File: src/rtl/pipe_pkg.sv
// Shared definitions for the pipe arbiter: FSM state encoding and parameter defaults.
// Sub-modules import this package so defaults stay consistent across the slice.
package pipe_pkg;

  localparam int PIPE_W_DATA_DEF    = 32;
  localparam int PIPE_N_REQ_DEF     = 4;
  localparam int PIPE_MAX_BURST_DEF = 4;

  typedef enum logic [0:0] {
    ST_IDLE = 1'b0,
    ST_OWN  = 1'b1
  } pipe_state_t;

endpackage

File: src/rtl/rr_pick.sv
// Combinational round-robin picker: first set request at or after i_ptr,
// searching upward and wrapping from N_REQ-1 back to 0.
module rr_pick
  import pipe_pkg::*;
#(
  parameter int N_REQ = PIPE_N_REQ_DEF,
  parameter int PTR_W = $clog2(N_REQ)
) (
  input  logic [N_REQ-1:0] i_req,
  input  logic [PTR_W-1:0] i_ptr,
  output logic [N_REQ-1:0] o_pick,
  output logic             o_any
);

  localparam logic [PTR_W-1:0] PTR_LAST = PTR_W'(N_REQ - 1);

  logic [PTR_W-1:0] w_idx;
  logic             w_found;

  // Explicit wrap keeps the walk inside 0..N_REQ-1 for non-power-of-two counts.
  always_comb begin
    o_pick  = '0;
    w_found = 1'b0;
    w_idx   = i_ptr;
    for (int i = 0; i < N_REQ; i++) begin
      if (!w_found && i_req[w_idx]) begin
        o_pick[w_idx] = 1'b1;
        w_found       = 1'b1;
      end
      w_idx = (w_idx == PTR_LAST) ? '0 : w_idx + 1'b1;
    end
  end

  assign o_any = |i_req;

endmodule

File: src/rtl/pipe_arbiter.sv
// Round-robin burst arbiter merging N_REQ valid/ready requesters onto one pipe.
// A grant is held for one burst (ended by last or MAX_BURST beats).
//
// state   | meaning
// ST_IDLE | no owner; any request is registered as a grant on the next edge
// ST_OWN  | r_grant owns the pipe until a beat with o_last transfers
module pipe_arbiter
  import pipe_pkg::*;
#(
  parameter int W_DATA    = PIPE_W_DATA_DEF,
  parameter int N_REQ     = PIPE_N_REQ_DEF,
  parameter int MAX_BURST = PIPE_MAX_BURST_DEF
) (
  input  logic                    i_clk,
  input  logic                    resetn,
  input  logic [N_REQ-1:0]        i_req_valid,
  input  logic [N_REQ*W_DATA-1:0] i_req_data,
  input  logic [N_REQ-1:0]        i_req_last,
  output logic [N_REQ-1:0]        o_req_ready,
  output logic                    o_valid,
  output logic [W_DATA-1:0]       o_data,
  output logic                    o_last,
  input  logic                    i_ready,
  output logic [N_REQ-1:0]        o_grant,
  output logic                    o_busy
);

  localparam int PTR_W = $clog2(N_REQ);
  localparam int CNT_W = $clog2(MAX_BURST + 1);
  localparam logic [CNT_W-1:0] CNT_TERM = CNT_W'(MAX_BURST - 1);
  localparam logic [PTR_W-1:0] PTR_LAST = PTR_W'(N_REQ - 1);

  pipe_state_t      r_state;
  logic [PTR_W-1:0] r_rr_ptr;
  logic [CNT_W-1:0] r_beat_cnt;
  logic [N_REQ-1:0] r_grant;
  logic             r_busy;

  logic [N_REQ-1:0]  w_pick;
  logic              w_any;
  logic [PTR_W-1:0]  w_owner;
  logic [W_DATA-1:0] w_data;
  logic              w_valid;
  logic              w_last;
  logic              w_xfer;

  rr_pick #(
    .N_REQ (N_REQ),
    .PTR_W (PTR_W)
  ) u_rr_pick (
    .i_req  (i_req_valid),
    .i_ptr  (r_rr_ptr),
    .o_pick (w_pick),
    .o_any  (w_any)
  );

  always_comb begin
    w_owner = '0;
    for (int i = 0; i < N_REQ; i++) begin
      if (r_grant[i]) w_owner = PTR_W'(i);
    end
  end

  // AND-OR mux: a zero grant (idle or in reset) forces o_data to zero.
  always_comb begin
    w_data = '0;
    for (int i = 0; i < N_REQ; i++) begin
      w_data = w_data | (i_req_data[i*W_DATA +: W_DATA] & {W_DATA{r_grant[i]}});
    end
  end

  assign w_valid = |(i_req_valid & r_grant);
  assign w_last  = w_valid & ((|(i_req_last & r_grant)) | (r_beat_cnt == CNT_TERM));
  assign w_xfer  = w_valid & i_ready;

  assign o_valid     = w_valid;
  assign o_data      = w_data;
  assign o_last      = w_last;
  assign o_req_ready = r_grant & {N_REQ{i_ready}};
  assign o_grant     = r_grant;
  assign o_busy      = r_busy;

  always_ff @(posedge i_clk or negedge resetn) begin
    if (!resetn) begin
      r_state    <= ST_IDLE;
      r_rr_ptr   <= '0;
      r_beat_cnt <= '0;
      r_grant    <= '0;
      r_busy     <= 1'b0;
    end else begin
      case (r_state)
        ST_IDLE: begin
          if (w_any) begin
            r_grant <= w_pick;
            r_busy  <= 1'b1;
            r_state <= ST_OWN;
          end
        end
        ST_OWN: begin
          if (w_xfer) begin
            if (w_last) begin
              r_grant    <= '0;
              r_busy     <= 1'b0;
              r_beat_cnt <= '0;
              r_rr_ptr   <= (w_owner == PTR_LAST) ? '0 : w_owner + 1'b1;
              r_state    <= ST_IDLE;
            end else begin
              r_beat_cnt <= r_beat_cnt + 1'b1;
            end
          end
        end
        default: begin
          r_grant    <= '0;
          r_busy     <= 1'b0;
          r_beat_cnt <= '0;
          r_state    <= ST_IDLE;
        end
      endcase
    end
  end

  a_grant_onehot: assert property (@(posedge i_clk) disable iff (!resetn) $onehot0(r_grant));
  a_busy_state:   assert property (@(posedge i_clk) disable iff (!resetn) r_busy == (r_state == ST_OWN));
  a_cnt_range:    assert property (@(posedge i_clk) disable iff (!resetn) r_beat_cnt <= CNT_TERM);

endmodule

File: config.mk
export PLATFORM = sky130hd
export DESIGN_NAME = pipe_arbiter
export DESIGN_NICKNAME = d
export VERILOG_FILES = /design/src/rtl/pipe_pkg.sv /design/src/rtl/rr_pick.sv /design/src/rtl/pipe_arbiter.sv
export SDC_FILE = /design/constraint.sdc
export NUM_CORES = 1
export LEC_CHECK = 0
export ABC_AREA = 0
export CAP_MARGIN = 20
export CORE_MARGIN = 5
export CORE_UTILIZATION = 30
export DETAILED_ROUTE_END_ITERATION = 6
export HOLD_SLACK_MARGIN = 0.05
export PLACE_DENSITY = 0.95
export SLEW_MARGIN = 5
export SYNTH_ARGS = -nofsm -noshare
export SYNTH_HDL_FRONTEND = slang
export SYNTH_SLANG_ARGS = --single-unit
File: constraint.sdc
create_clock -name i_clk -period 5.2 [get_ports i_clk]
set_clock_uncertainty 0.2 [all_clocks]
set_input_delay 0.52 -clock i_clk [delete_from_list [all_inputs] [get_ports i_clk]]
set_output_delay 0.52 -clock i_clk [all_outputs]
set_load 0.05 [all_outputs]
==> results of run 1 <==
==> power by group through the flow <==
stage	combinational (mW)	sequential [mW]	clock (mW)
global placement	0.368	0.117	0
CTS	0.381	0.117	0.0840
detailed placement	0.379	0.118	0
global route	0.403	0.120	0.0885
finish	0.380	0.117	0.0854
floorplan	0.192	0.115	0
==> worst paths after layout <==
path	from	to	cells past startpoint
min reg2reg	r_beat_cnt[0]	r_beat_cnt[0]	1
min	r_beat_cnt[0]	r_beat_cnt[0]	1
max reg2reg	r_rr_ptr[0]	o_grant[3]	7
max	o_grant[2]	o_last	5
max in group asynchronous	resetn	o_grant[0]	1
min in group asynchronous	resetn	r_beat_cnt[2]	1
==> worst max-delay path, stage by stage (launching register included) <==
cell,delay [ns]
dfrtp_1,0.78
buf_4,0.36
a22oi_1,0.12
nand2_1,0.17
and2_1,0.16
clkdlybuf4s50_1,0.80
==> cells in the mapped netlist, drive strengths merged <==
| cell type | number | area share [%] |
|---|---|---|
| mux2 | 1 | 0.96 |
| nand3 | 3 | 0.96 |
| a221o | 8 | 5.4 |
| mux4 | 2 | 2.9 |
| mux2i | 1 | 0.64 |
| o21ai | 4 | 1.3 |
| o21bai | 1 | 0.48 |
| nor2b | 2 | 0.80 |
| a22oi | 67 | 32 |
| or2 | 1 | 0.40 |
| dfrtp | 11 | 18 |
| and2 | 9 | 3.6 |
| ha | 8 | 6.4 |
| or4 | 2 | 1.2 |
| nand2 | 44 | 11 |
| o31ai | 2 | 0.96 |
| nand3b | 1 | 0.48 |
| a21o | 1 | 0.48 |
| nor2 | 7 | 1.7 |
| clkbuf | 12 | 3.0 |
| inv | 4 | 0.96 |
| nand2b | 1 | 0.40 |
| o21a | 1 | 0.48 |
| a21oi | 2 | 1.4 |
| a222oi | 1 | 0.64 |
| or3b | 1 | 0.56 |
| nand4 | 2 | 0.80 |
| o221ai | 1 | 0.56 |
| buf | 6 | 1.9 |
| a41oi | 1 | 0.56 |
==> layer usage <==
metal / track usage [%] / vias up / part of all wire [%] / routed length (um)
li1: - / 1149 / - / -
met5: 0 / - / 0 / 0
met3: 5.97 / 10 / 11 / 918
met4: 4.82 / 0 / 1.2 / 97
met1: 23.4 / 1071 / 36 / 2950
met2: 43.8 / 133 / 52 / 4260
==> layout make-up <==
class / count / area [um^2] / share of cell area [%]
repair buffers: 185 / 1840 / 53.2
multi-input cells: 174 / 1200 / 34.6
flip-flops and latches: 11 / 275 / 7.95
well taps: 70 / 87.6 / 2.53
clock buffers: 4 / 45.0 / 1.30
inverters: 4 / 15.0 / 0.433
==> state kept, by name, summed over array words and instances (netlist names) <==
| signal | flops |
|---|---|
| o_busy | 1 |
| o_grant | 4 |
| r_beat_cnt | 3 |
| r_rr_ptr | 2 |
| r_state | 1 |
==> metrics by stage <==
step	hold slack [ns]	total power [mW]	utilization (%)	worst slack (ns)	instance area (um^2)
2_1_floorplan	0.0244	0.307	-	2.52	1570
3_3_place_gp	0.259	0.485	67.4	2.13	3420
3_5_place_dp	0.295	0.497	67.4	2.09	3420
4_1_cts	0.305	0.582	68.3	1.85	3460
5_1_grt	0.323	0.611	68.3	1.70	3460
6_report	0.304	0.582	68.3	1.85	3460
==> cells by family after synthesis <==
group / count (synthesis) / synth area share [%]
compound gates: 89 / 44.3
fa+ha+maj: 8 / 6.39
buf+inv: 22 / 5.83
flops: 11 / 17.6
mux: 4 / 4.47
simple gates: 73 / 21.4
==> summary.txt, run 1 <==
Detailed routing
  – Remaining design rule violation count: 0
  – Post-route antenna net violation count: 0
  – Total routed wirelength: 8.23 mm
  – DR WL/cell: 18.4 um
  – Initial DRC Count: 63
  – Iteration count of the initial detailed-routing pass: 5
  – Number of vias per cell: 5.27
  – Vias: 2,363

Power and ir drop
  – Worst-case vdd ir drop: 118 uV
  – Leak pwr: 1.37 nW
  – Fraction of power consumed by sequential logic: 20.1%
  – Internal power contribution: 0.338 mW
  – Combinational power share: 65.2%
  – Power density normalized to cell area: 168 nW/um^2
  – Switching component of the power: 0.244 mW
  – Clock share of power: 14.7%
  – Net switching fraction of the power: 42.0%

Synth
  – Synthesized instance count: 207
  – Part of the Yosys area used for sequential elements: 17.6%
  – Mapped Avg Cell Area: 7.57 um^2
  – Combined area of all synthesized cells: 1570 um^2
  – Count of distinct cell types in the synthesized netlist: 35
  – Ys Warns: 0
  – Post-synthesis sequential element count: 11
  – Total nets after synthesis: 354

Timing
  – Number of hold violations in the final report: 0
  – Shortest clock period the worst path allows after layout: 3.35 ns
  – Accumulated negative setup slack: 0 ns
  – Transition time at the pin with the least slew margin: 0.962 ns
  – Worst max-slew margin expressed relative to the limit: 35.9%
  – Achievable clock frequency: 0.299 GHz
  – Unrepaired setup endpoints after global routing: no
  – Final slew viol count: 0
  – Number of failing setup endpoints in the final timing report: 0
  – Final clock period utilization by the worst path: 64.3%

Placement
  – # placed instances: 444
  – PortBufs: 181
  – HPWL after DPL: 6.77 mm
  – Final weighted congestion in routability-driven placement: 0.810

Setup path
  – Critical Path AT: 2.63 ns
  – Maximum fanout along the worst path: 21
  – Type of element capturing the critical path: primary output
  – Worst reg-to-reg setup slack: 2.32 ns
  – Critical Setup Path Class: reg2out
  – Endpoint required time on the critical path: 4.48 ns
  – Category of the worst setup path launch point: flop

Global route
  – Maximum number of pins on one net before global-route repair: 28
  – Via count of the first global-routing pass: 2,502
  – GRT Overall Usage: 22.3%
  – Initial antenna violation count: 0
  – Wire length of the first global-routing pass: 11.9 mm
  – Sum of overflow across all layers after global routing: 0

Die
  – Die boundary height: 82.3 um
  – Die Outline Area: 6770 um^2
  – Area of the core: 5070 um^2
  – Placement row count: 26
  – Initial Utilization: 30.9%
  – X dimension of the die: 82.3 um
  – Ports placed on the boundary: 182

Clock network
  – # resized after CTS: 0
  – Clock tree root driver cell: clkbuf_8
  – Number of buffers added by the clock tree synthesis step: 3
  – Clock tree from TritonCTS: done
  – Max clock buf depth: 2
  – Hold bufs inserted after CTS: 0
  – CTS clock-pin slew for the worst setup and hold paths: 0.05 ns
  – Deepest level of the CTS H-tree: 1
  – Clock latency on the worst-skew pair: 0.24 ns
  – Post-CTS setup-driven buffer insertion count: 0
  – Sink count of the clock tree: 11

Cells and area
  – Number of inserted diodes: 0
  – Fill count: 418
  – Fraction of final layout cells sized beyond drive strength 1: 4.76%
  – Fin nets: 526
  – Area added between synthesis and finish: 121%
  – Leading cell type in the layout, fill and taps excluded: clkdlybuf4s50_1
  – Finished Layout Cells: 448
  – Most frequent cells in the layout: 181 x clkdlybuf4s50_1, 67 x a22oi_1, 44 x nand2_1

Run
  – Maxcap violations: 0

Hold path
  – Hold Crit Class: reg2reg

Outcome
  – Outcome: completed
Note: power is estimated with default switching activity, not from simulation.
==> run 2: changes to the inputs <==
- CORE_UTILIZATION: 30 -> 28
- PLACE_DENSITY: 0.95 -> 0.94
- clock period: 5.2 -> 3.5 ns (I/O delays scaled with it)
==> summary.txt, run 2 (same netlist as run 1, synthesis figures left out) <==
Clock network
  – Sink count of the clock tree: 11 (unchanged)
  – # resized after CTS: 0 (unchanged)
  – CTS clock-pin slew for the worst setup and hold paths: 0.05 ns (about the same)
  – Clock tree root driver cell: clkbuf_8
  – Clock latency on the worst-skew pair: 0.24 ns (about the same)
  – Post-CTS setup-driven buffer insertion count: 0 (unchanged)
  – Clock tree from TritonCTS: done
  – Hold bufs inserted after CTS: 0 (unchanged)
  – Number of buffers added by the clock tree synthesis step: 3 (unchanged)
  – Deepest level of the CTS H-tree: 1 (unchanged)
  – Max clock buf depth: 2 (unchanged)

Global route
  – Maximum number of pins on one net before global-route repair: 26 (-7.1%)
  – Sum of overflow across all layers after global routing: 0 (unchanged)
  – Via count of the first global-routing pass: 2,478 (-0.96%)
  – Initial antenna violation count: 0 (unchanged)
  – Wire length of the first global-routing pass: 12.0 mm (+0.87%)
  – GRT Overall Usage: 20.2% (-2.1 points)

Die
  – Area of the core: 5470 um^2 (+7.8%)
  – Die boundary height: 84.8 um (+3.1%)
  – Die Outline Area: 7190 um^2 (+6.3%)
  – Initial Utilization: 28.6% (-2.2 points)
  – X dimension of the die: 84.8 um (+3.1%)
  – Placement row count: 27 (+3.8%)
  – Ports placed on the boundary: 182 (unchanged)

Timing
  – Slack of the critical path: 0.586 ns (-1.27 ns)
  – Worst max-slew margin expressed relative to the limit: 61.7% (+26 points)
  – Final clock period utilization by the worst path: 83.3%
  – Transition time at the pin with the least slew margin: 0.575 ns (-0.387 ns)
  – Number of hold violations in the final report: 0 (unchanged)
  – Unrepaired setup endpoints after global routing: no
  – Accumulated negative setup slack: 0 ns (unchanged)
  – Final slew viol count: 0 (unchanged)
  – Shortest clock period the worst path allows after layout: 2.91 ns
  – Number of failing setup endpoints in the final timing report: 0 (unchanged)
  – Achievable clock frequency: 0.343 GHz

Power and ir drop
  – Power density normalized to cell area: 247 nW/um^2 (+47%)
  – Worst-case vdd ir drop: 257 uV (+120%)
  – Total design power: 0.862 mW (+48%)
  – Leak pwr: 1.39 nW (+1.4%)

Detailed routing
  – Total routed wirelength: 7.95 mm (-3.4%)
  – Initial DRC Count: 79 (+25%)
  – Vias: 2,450 (+3.7%)
  – Iteration count of the initial detailed-routing pass: 5 (unchanged)
  – Remaining design rule violation count: 0 (unchanged)
  – Post-route antenna net violation count: 0 (unchanged)
  – Number of vias per cell: 5.41 (+2.5%)
  – DR WL/cell: 17.5 um (-4.5%)

Placement
  – PortBufs: 181 (unchanged)
  – Setup Slack @ Placement: 0.663 ns (-1.43 ns)
  – Placed inst area: 3440 um^2 (+0.73%)
  – Final weighted congestion in routability-driven placement: 0.915 (+13%)
  – HPWL after DPL: 6.70 mm (-1.1%)

Setup path
  – Category of the worst setup path launch point: flop
  – Peak per-stage delay on the critical path: 0.83 ns (+0.03 ns)
  – Gate family responsible for the most delay along the worst path: buffers and inverters
  – Critical Path AT: 2.36 ns (-0.27 ns)
  – Critical Setup Path Class: reg2out
  – Type of element capturing the critical path: primary output
  – Crit path buf inv count: 2 (unchanged)
  – Cell at the slowest stage of the critical path: clkdlybuf4s50_1
  – Critical Path, Cell by Cell: buf_4 -> a22oi_1 -> nand2_1 -> clkdlybuf4s50_1
  – Endpoint required time on the critical path: 2.95 ns (-1.53 ns)
  – Maximum fanout along the worst path: 25 (+19%)

Cells and area
  – Leading cell type in the layout, fill and taps excluded: clkdlybuf4s50_1
  – Largest register FFs: 4 (unchanged)
  – Finished Cell Area: 3490 um^2 (+0.76%)
  – Area added between synthesis and finish: 123%
  – Most frequent cells in the layout: 181 x clkdlybuf4s50_1, 67 x a22oi_1, 44 x nand2_1
  – Final standard cell utilization of the core: 63.8% (-4.5 points)
  – Fill count: 483 (+16%)
  – Number of inserted diodes: 0 (unchanged)
  – Fin nets: 529 (+0.57%)
  – Fraction of final layout cells sized beyond drive strength 1: 5.77% (+1.0 points)

Outcome
  – Outcome: completed

Run
  – Maxcap violations: 0 (unchanged)

Hold path
  – Hold Crit Class: in2async
==> run 2: cell types whose count changed in the layout (fill, tap and decap cells not counted) <==
| cell | delta |
|---|---|
| clkinv_2 | +1 |
| buf_4 | +3 |
| clkbuf_1 | -1 |
==> run 2: final cells by class <==
class	instances	area [um^2]	share of cell area [%]
multi-input cells	174	1200	34.4
clock inverters	1	5.00	0.143
well taps	72	90.1	2.58
flip-flops and latches	11	275	7.89
inverters	4	15.0	0.430
clock buffers	3	41.3	1.18
repair buffers	188	1860	53.4
==> run 2: worst paths after layout <==
check / depth (start not counted) / slack, ns / startpoint / to
max: 4 / 0.59 / o_grant[2] / o_data[5]
max reg2reg: 7 / 0.65 / r_rr_ptr[0] / o_grant[3]
min in group i_clk: 1 / 0.28 / o_busy / o_busy
max in group asynchronous: 1 / 2.55 / resetn / o_grant[0]
min: 1 / 0.22 / resetn / r_beat_cnt[2]
min reg2reg: 1 / 0.28 / o_busy / o_busy
==> run 2: worst reg2reg max path, cell delays in order (launching register included) <==
cell	delay [ns]
dfrtp_1	0.58
inv_1	0.17
ha_1	0.40
mux4_2	0.60
nand2_1	0.10
nor2_1	0.04
a221o_1	0.26
a221o_2	0.37
==> run 2: per-stage QoR <==
| stage | std cells | hold slack [ns] |
|---|---|---|
| 2_1_floorplan | 207 | -0.146 |
| 3_3_place_gp | 449 | 0.263 |
| 3_5_place_dp | 449 | 0.269 |
| 4_1_cts | 453 | 0.244 |
| 5_1_grt | 453 | 0.282 |
| 6_report | 453 | 0.224 |
==> run 2: per-layer routing <==
metal | global-route usage, % | wire, um | vias up
met2 | 38.1 | 4070 | 135
met1 | 21.7 | 2950 | 1145
met5 | 0 | 0 | -
met4 | 6.19 | 212 | 0
met3 | 5.59 | 713 | 18
li1 | - | - | 1152
==> run 2: where the power goes <==
part / internal, mW / switching (mW) / total [mW]
logic: 0.278 / 0.289 / 0.566
registers: 0.145 / 0.0222 / 0.167
clock network: 0.0784 / 0.0501 / 0.128
total: 0.501 / 0.361 / 0.862
